**src/rtl/bdd_pkg.sv**
```systemverilog
// -----------------------------------------------------------------------------
// bdd_pkg
// Shared definitions for the BDD accelerator node-RAM writer and traversal.
//   - FSM state constants of the tree loader
//   - frame start marker and per-record byte counts
//   - RAM2 word layout (leaf flag position, 9/9 child field split)
//   - checksum accumulation helper
// No ports (package).
// -----------------------------------------------------------------------------
package bdd_pkg;

    localparam logic [7:0] SYNC_BYTE  = 8'hA5;

    localparam int RAM1_BYTES         = 5;
    localparam int RAM2_BYTES         = 3;

    // RAM2 word layout shared with the traversal: bit 8 flags a leaf, and
    // the 18-bit word splits into two 9-bit child fields.
    localparam int RAM2_LEAF_BIT      = 8;
    localparam int RAM2_FIELD_W       = 9;

    typedef logic [2:0] bdd_state_t;

    localparam bdd_state_t ST_IDLE    = 3'd0;
    localparam bdd_state_t ST_COUNT   = 3'd1;
    localparam bdd_state_t ST_R1      = 3'd2;
    localparam bdd_state_t ST_W1      = 3'd3;
    localparam bdd_state_t ST_R2      = 3'd4;
    localparam bdd_state_t ST_W2      = 3'd5;
    localparam bdd_state_t ST_CKSUM   = 3'd6;
    localparam bdd_state_t ST_DONE    = 3'd7;

    // Running frame checksum: XOR of every payload byte.
    function automatic logic [7:0] cksum_update(input logic [7:0] acc,
                                                input logic [7:0] data);
        return acc ^ data;
    endfunction

endpackage

```
**src/rtl/bdd_byte_shifter.sv**
```systemverilog
// -----------------------------------------------------------------------------
// bdd_byte_shifter
// Byte-to-word shift register. Bytes arrive MSB first; the low WIDTH bits of
// the shifted bytes are kept, so leading padding bits fall off the top.
// Ports:
//   clk      in   clock
//   rst      in   synchronous active-low reset
//   clr      in   restart the byte counter (word contents held)
//   shift    in   accept byte_in this cycle
//   byte_in  in   8-bit input byte
//   word     out  assembled word, stable until the next shift
//   full     out  high when the current shift completes the word
// -----------------------------------------------------------------------------
module bdd_byte_shifter #(
    parameter int WIDTH  = 34,
    parameter int NBYTES = 5
) (
    input  logic             clk,
    input  logic             rst,
    input  logic             clr,
    input  logic             shift,
    input  logic [7:0]       byte_in,
    output logic [WIDTH-1:0] word,
    output logic             full
);

    localparam int CW = $clog2(NBYTES + 1);

    logic [WIDTH-1:0] word_q, word_d;
    logic [CW-1:0]    cnt_q,  cnt_d;
    logic             last_byte_s;

    assign last_byte_s = (cnt_q == CW'(NBYTES - 1));

    // Next word and byte counter; counter wraps after the last byte.
    always_comb begin
        word_d = word_q;
        cnt_d  = cnt_q;
        if (shift) begin
            word_d = {word_q[WIDTH-9:0], byte_in};
            if (last_byte_s) begin
                cnt_d = {CW{1'b0}};
            end else begin
                cnt_d = cnt_q + CW'(1);
            end
        end else if (clr) begin
            cnt_d = {CW{1'b0}};
        end else begin
            cnt_d = cnt_q;
        end
    end

    // State registers with synchronous active-low reset.
    always_ff @(posedge clk) begin
        if (!rst) begin
            word_q <= {WIDTH{1'b0}};
            cnt_q  <= {CW{1'b0}};
        end else begin
            word_q <= word_d;
            cnt_q  <= cnt_d;
        end
    end

    assign word = word_q;
    assign full = shift && last_byte_s;

endmodule

```
**src/rtl/bdd_tree_loader.sv**
```systemverilog
// -----------------------------------------------------------------------------
// bdd_tree_loader
// Writer side of the BDD node-RAM interface. Parses a byte-serial frame
// (SYNC_BYTE, N, N x {5 RAM1 bytes, 3 RAM2 bytes}[, checksum]) and programs
// the threshold RAM (RAM1) and child-pointer RAM (RAM2).
// Build option: define BDD_LOADER_CKSUM_EN to expect and check a trailing
// XOR checksum byte over all bytes after N.
// Ports:
//   clk, rst          clock, synchronous active-low reset
//   s_data/s_valid    input byte stream;  s_ready  loader accepts byte
//   we1, we2          RAM1 / RAM2 write strobes (never together)
//   in_addr           write address for both RAMs
//   ram1_data_in      RAM1 write data;  ram2_data_in  RAM2 write data
//   load_active       frame in progress (hold off traversal)
//   done              one-cycle pulse on a completed frame
//   error             sticky; cleared by rst or the next accepted SYNC_BYTE
//   nodes_loaded      node count of the last completed frame
// All outputs are registered; they are computed from the next state.
// -----------------------------------------------------------------------------
module bdd_tree_loader
    import bdd_pkg::*;
#(
    parameter int         RAM1_DATA_WIDTH = 34,
    parameter int         RAM2_DATA_WIDTH = 18,
    parameter int         ADDR_WIDTH      = 5,
    parameter int         DEPTH           = 32,
    parameter logic [7:0] SYNC_BYTE       = bdd_pkg::SYNC_BYTE
) (
    input  logic                       clk,
    input  logic                       rst,
    input  logic [7:0]                 s_data,
    input  logic                       s_valid,
    output logic                       s_ready,
    output logic                       we1,
    output logic                       we2,
    output logic [ADDR_WIDTH-1:0]      in_addr,
    output logic [RAM1_DATA_WIDTH-1:0] ram1_data_in,
    output logic [RAM2_DATA_WIDTH-1:0] ram2_data_in,
    output logic                       load_active,
    output logic                       done,
    output logic                       error,
    output logic [ADDR_WIDTH:0]        nodes_loaded
);

    bdd_state_t            state_q, state_d;
    logic [ADDR_WIDTH-1:0] in_addr_q, in_addr_d;
    logic [ADDR_WIDTH:0]   n_q, n_d;
    logic [ADDR_WIDTH:0]   nodes_loaded_q, nodes_loaded_d;
    logic we1_q, we1_d, we2_q, we2_d, s_ready_q, s_ready_d;
    logic load_active_q, load_active_d, done_q, done_d, error_q, error_d;

    logic accept_s, sync_s, shift1_s, shift2_s, full1_s, full2_s, last_node_s;

    assign accept_s    = s_valid && s_ready_q;
    assign sync_s      = accept_s && (state_q == ST_IDLE) && (s_data == SYNC_BYTE);
    assign shift1_s    = accept_s && (state_q == ST_R1);
    assign shift2_s    = accept_s && (state_q == ST_R2);
    assign last_node_s = ({1'b0, in_addr_q} == (n_q - (ADDR_WIDTH+1)'(1)));

    bdd_byte_shifter #(.WIDTH(RAM1_DATA_WIDTH), .NBYTES(RAM1_BYTES)) u_shift1 (
        .clk(clk), .rst(rst), .clr(sync_s), .shift(shift1_s),
        .byte_in(s_data), .word(ram1_data_in), .full(full1_s)
    );

    bdd_byte_shifter #(.WIDTH(RAM2_DATA_WIDTH), .NBYTES(RAM2_BYTES)) u_shift2 (
        .clk(clk), .rst(rst), .clr(sync_s), .shift(shift2_s),
        .byte_in(s_data), .word(ram2_data_in), .full(full2_s)
    );

`ifdef BDD_LOADER_CKSUM_EN
    logic [7:0] xor_q, xor_d;

    // Checksum accumulator: restarts when N is accepted, folds in payload.
    always_comb begin
        xor_d = xor_q;
        if (shift1_s || shift2_s) begin
            xor_d = cksum_update(xor_q, s_data);
        end else if (accept_s && (state_q == ST_COUNT)) begin
            xor_d = 8'h00;
        end else begin
            xor_d = xor_q;
        end
    end

    // Checksum register.
    always_ff @(posedge clk) begin
        if (!rst) begin
            xor_q <= 8'h00;
        end else begin
            xor_q <= xor_d;
        end
    end
`endif

    // Frame FSM: next state, address, node count and error flag.
    always_comb begin
        state_d   = state_q;
        in_addr_d = in_addr_q;
        n_d       = n_q;
        error_d   = error_q;
        case (state_q)
            ST_IDLE: begin
                if (sync_s) begin
                    error_d = 1'b0;
                    state_d = ST_COUNT;
                end else begin
                    state_d = ST_IDLE;
                end
            end
            ST_COUNT: begin
                if (accept_s) begin
                    if ((s_data == 8'd0) || ({1'b0, s_data} > 9'(DEPTH))) begin
                        error_d = 1'b1;
                        state_d = ST_IDLE;
                    end else begin
                        n_d       = s_data[ADDR_WIDTH:0];
                        in_addr_d = {ADDR_WIDTH{1'b0}};
                        state_d   = ST_R1;
                    end
                end else begin
                    state_d = ST_COUNT;
                end
            end
            ST_R1: begin
                if (full1_s) begin
                    state_d = ST_W1;
                end else begin
                    state_d = ST_R1;
                end
            end
            ST_W1: state_d = ST_R2;
            ST_R2: begin
                if (full2_s) begin
                    state_d = ST_W2;
                end else begin
                    state_d = ST_R2;
                end
            end
            ST_W2: begin
                if (last_node_s) begin
`ifdef BDD_LOADER_CKSUM_EN
                    state_d = ST_CKSUM;
`else
                    state_d = ST_DONE;
`endif
                end else begin
                    in_addr_d = in_addr_q + ADDR_WIDTH'(1);
                    state_d   = ST_R1;
                end
            end
`ifdef BDD_LOADER_CKSUM_EN
            ST_CKSUM: begin
                if (accept_s) begin
                    if (s_data == xor_q) begin
                        state_d = ST_DONE;
                    end else begin
                        error_d = 1'b1;
                        state_d = ST_IDLE;
                    end
                end else begin
                    state_d = ST_CKSUM;
                end
            end
`endif
            ST_DONE: state_d = ST_IDLE;
            default: state_d = ST_IDLE;
        endcase
    end

    // Output decode from the next state so every output is a flop.
    always_comb begin
        we1_d         = (state_d == ST_W1);
        we2_d         = (state_d == ST_W2);
        done_d        = (state_d == ST_DONE);
        s_ready_d     = !((state_d == ST_W1) || (state_d == ST_W2) || (state_d == ST_DONE));
        load_active_d = !((state_d == ST_IDLE) || (state_d == ST_DONE));
        if (state_d == ST_DONE) begin
            nodes_loaded_d = n_q;
        end else begin
            nodes_loaded_d = nodes_loaded_q;
        end
    end

    // State and output registers with synchronous active-low reset.
    always_ff @(posedge clk) begin
        if (!rst) begin
            state_q        <= ST_IDLE;
            in_addr_q      <= {ADDR_WIDTH{1'b0}};
            n_q            <= {(ADDR_WIDTH+1){1'b0}};
            nodes_loaded_q <= {(ADDR_WIDTH+1){1'b0}};
            we1_q          <= 1'b0;
            we2_q          <= 1'b0;
            done_q         <= 1'b0;
            error_q        <= 1'b0;
            load_active_q  <= 1'b0;
            s_ready_q      <= 1'b1;
        end else begin
            state_q        <= state_d;
            in_addr_q      <= in_addr_d;
            n_q            <= n_d;
            nodes_loaded_q <= nodes_loaded_d;
            we1_q          <= we1_d;
            we2_q          <= we2_d;
            done_q         <= done_d;
            error_q        <= error_d;
            load_active_q  <= load_active_d;
            s_ready_q      <= s_ready_d;
        end
    end

    assign s_ready      = s_ready_q;
    assign we1          = we1_q;
    assign we2          = we2_q;
    assign in_addr      = in_addr_q;
    assign load_active  = load_active_q;
    assign done         = done_q;
    assign error        = error_q;
    assign nodes_loaded = nodes_loaded_q;

endmodule

```
**config.mk**
```make
export PLATFORM = sky130hd
export DESIGN_NAME = bdd_tree_loader
export DESIGN_NICKNAME = d
export VERILOG_FILES = /design/src/rtl/bdd_pkg.sv /design/src/rtl/bdd_byte_shifter.sv /design/src/rtl/bdd_tree_loader.sv
export SDC_FILE = /design/constraint.sdc
export NUM_CORES = 1
export LEC_CHECK = 0
export CORE_UTILIZATION = 45
export CTS_CLUSTER_DIAMETER = 200
export DETAILED_ROUTE_END_ITERATION = 6
export PLACE_DENSITY = 0.88
export SLEW_MARGIN = 5
export SYNTH_ARGS = -nofsm -noshare
export SYNTH_HDL_FRONTEND = slang
export SYNTH_SLANG_ARGS = --single-unit
```
**constraint.sdc**
```tcl
create_clock -name clk -period 1.95 [get_ports clk]
set_input_delay 0.195 -clock clk [delete_from_list [all_inputs] [get_ports clk]]
set_output_delay 0.195 -clock clk [all_outputs]
set_load 0.1 [all_outputs]
```
==> flow_summary.yaml <==
run_status:
  run_status: "finished, final reports clean"
grt:
  global_route.overflow_total: 0
  global_route.usage.total_pct: 21.17
  grt_busiest_layer: "met2"
  use_met3_pct: 5.135
  grt_start_max_net_pins: 41
  global_route.usage.met2_pct: 33.90
  first_global_vias: 2946
  met1_routing_resource_usage_after_global_routing_pct: 26.91
  grt_antenna_before_repair: 0
  global_route_wire_length_before_repair_um: 14080
clock_tree:
  cts_tree: "yes"
  cts_post_setup_buffers_inserted: 0
  cts_buffers: 9
  cts-htree-levels: 3
  cts_root_buffer: "sky130_fd_sc_hd__clkbuf_8"
  path_clk_slew_ps: 90
  holdBufCountCts: 0
  insertion_delay_of_the_later_clocked_pin_in_the_worst_skew_pair_ps: 360
  clock_tree_buffer_depth: 2
  clock-sinks: 83
pwr:
  leakage_nw: 1.832
  powerDensity_mw_per_mm2: 656.7
  max_vdd_drop_mv: 0.5090
worst_setup_path:
  worstPathMaxFanout: 5
  worstReg2RegStart: "n_q[0]"
  crit_chain: "or2_4 -> o31a_1 -> nor4_2 -> and2_4 -> buf_12 -> mux2i_1 -> nor2b_1"
  critPathCaptureType: "flop"
  r2r_slack_ps: 40
  worstPathRequired_ps: 2200
  critical_path.reg2reg.endpoint: "nodes_loaded[1]"
  worst-endpoint-arrival_ps: 2150
  worst-setup-path-type: "flop to flop"
  rr_worst_depth: 7
  slowest_delay_ps: 340
  timing.critical_path.slowest_stage_cell: "sky130_fd_sc_hd__dfxtp_2"
  critPathLaunchType: "flop"
floorplan:
  floorplan.die_area_sq_mm: 0.008205
  core.rowCount: 31
  start_util_pct: 47.66
  fp.dieH_um: 90.58
  io_pins: 80
  chipWidth_um: 90.58
  design.core.area_sq_mm: 0.007408
place:
  post-place-ws_ps: -140.1
  port-buffer-count: 79
  placed_area_sq_mm: 0.004458
  gp_congestion: 0.8286
  place.detailed.hpwl_um: 6010
detailed_routing:
  first_iter_violations: 126
  vias_per_cell: 5.148
  num_vias: 3135
  drtPass1Iterations: 4
  drcViolationCount: 0
  average_wire_length_per_cell_after_detail_routing_um: 13.86
  post_detailed_route_count_of_antenna_violating_nets: 0
  wirelength_um: 8443
logic_synthesis:
  synth-seq-area-share_pct: 47.06
  ys.warnings.count: 0
  synthArstFlopShare_pct: 0
  syn_area_sq_mm: 0.003531
  count_of_flip_flops_with_a_built_in_enable_after_synthesis: 0
  synthesis.instances: 409
  post_synthesis_register_bit_count: 83
  synthFlopType: "sky130_fd_sc_hd__dfxtp_1"
  postSynthNetCount: 424
  synth_cell_type_count: 50
  synth_area_per_cell_sq_um: 8.633
sta:
  fmaxAchievable_mhz: 524.7
  number_of_setup_violations_in_the_final_report: 0
  fin_crit_ps: 1906
  timing_hold_violations_final: 0
  whs_ps: 232.1
  final.setup.worst_slack_ps: 44.15
  tightest_slew_ps: 346.8
  worst_clock_skew_ps: 16.04
  min_period_over_period_pct: 97.74
  relSlewSlack_pct: 76.88
  grt_setup_unrepaired: "true"
  timing_max_transition_violations_final: 0
cells_and_area:
  finish.net_count: 520
  finalCoreUtilization_pct: 63.62
  area_taken_by_multi_input_logic_gates_sq_mm: 0.001772
  layout.cells.most_common: "sky130_fd_sc_hd__nand2_1"
  register_area_sq_mm: 0.001682
  layout-area-overhead-vs-synth_pct: 33.49
  fillerInstances: 610
  drive_above_1_share_pct: 27.84
  mostFrequentLayoutCells: "121 x sky130_fd_sc_hd__nand2_1, 96 x sky130_fd_sc_hd__buf_4, 75 x sky130_fd_sc_hd__dfxtp_1, 41 x sky130_fd_sc_hd__a21boi_0, 15 x sky130_fd_sc_hd__nor2b_1"
  antenna_cells: 0
  fin_area_sq_mm: 0.004713
worst_hold_path:
  critical_hold_path_startpoint: "rst"
  hold_class: "input port to flop"
  worst_hold_path.endpoint: "error"
  hold-path-cell-count: 3
run:
  maxCapViolations: 0
-- how the worst max path moves through the flow --
stage	startpoint	endpoint	slack, ps
5_1_grt	n_q[1]	nodes_loaded[4]	-90
3_3_place_gp	s_data[4]	in_addr[4]	-70
2_1_floorplan	n_q[0]	in_addr[2]	-6
6_report	n_q[0]	nodes_loaded[1]	40
3_5_place_dp	s_data[4]	in_addr[4]	-140
4_1_cts	n_q[0]	in_addr[4]	6
-- sequential cells by signal, indices dropped and copies added (netlist names) --
register and flops:
u_shift1.cnt_q 3, state_q 3, we2 1, u_shift1.word 34
done 1, nodes_loaded 6, we1 1, u_shift2.word 18
n_q 6, in_addr 5, u_shift2.cnt_q 2, s_ready 1
error 1, load_active 1
-- through the flow --
stage	TNS, ps	power (mW)	instances
after detailed placement	-392.2	1.833	593
after floorplan	-5.611	1.776	409
after CTS	0	3.115	609
final	0	3.095	609
after global routing	-670.9	3.201	609
after global placement	-121.4	1.833	593
-- cells by family (layout without fill, tap and decap cells) --
logic type,count (synthesis),count (layout),share of synthesized area (%)
AOI/OAI and AO/OA,83,83,17.33
buffers and inverters,34,135,4.323
DFF,83,83,47.06
muxes,13,13,3.685
and+or+nand+nor,187,187,24.95
xor gates and xnor gates,5,5,1.240
adders and majority gates,4,4,1.417
-- timing repair --
item	4_1_cts	5_1_grt
endpoints found under the hold margin	0	0
setup endpoints to repair	5	14
cloned	0	0
resized for setup	4	8
pin swaps	2	5
-- power by group --
part           switching (mW)  leakage [nW]  total [mW]  internal (mW)
sequential          0.0000905         0.673        1.69           1.69
combinational          0.0516          1.06       0.107         0.0554
clock                   0.664        0.0999        1.30          0.637
total                   0.716          1.83        3.10           2.38
-- final cells by class --
cell class | count | share of cell area [%]
Inverter | 9 | 0.7168
Sequential cell | 83 | 35.68
Multi-Input combinational cell | 292 | 37.59
Tap cell | 99 | 2.628
Timing Repair Buffer | 110 | 19.01
Clock buffer | 10 | 2.920
Clock inverter | 6 | 1.460
-- cells in the mapped netlist (all sizes together), types with 3 or more instances --
cell type / count / area, sq um
a21boi: 55 / 412.9
a21o: 3 / 22.52
a21oi: 6 / 30.03
and2: 4 / 27.53
and3: 3 / 18.77
buf: 6 / 47.54
clkbuf: 19 / 71.32
dfxtp: 83 / 1662
ha: 4 / 50.05
inv: 9 / 33.78
mux2i: 13 / 130.1
nand2: 121 / 454.2
nand2b: 3 / 18.77
nand3: 5 / 25.02
nand3b: 3 / 22.52
nand4: 4 / 25.02
nor2: 11 / 41.29
nor2b: 15 / 93.84
nor3: 6 / 40.04
nor4: 4 / 50.05
o21ai: 5 / 25.02
xor2: 3 / 26.28
-- per-layer routing --
layer  part of all wire, %  vias up
met5                     0        -
met4                   2.3        0
met3                   6.5       19
met2                    46       90
met1                    45     1469
li1                      -     1557
-- critical path, delay by kind of cell, from the launching register on --
kind,cells,cell delay (ps)
buffers and inverters,1,120
and+or+nand+nor,4,860
muxes,1,190
AOI/OAI and AO/OA,1,280
DFF,1,340
Note: power is estimated with default switching activity, not from simulation.
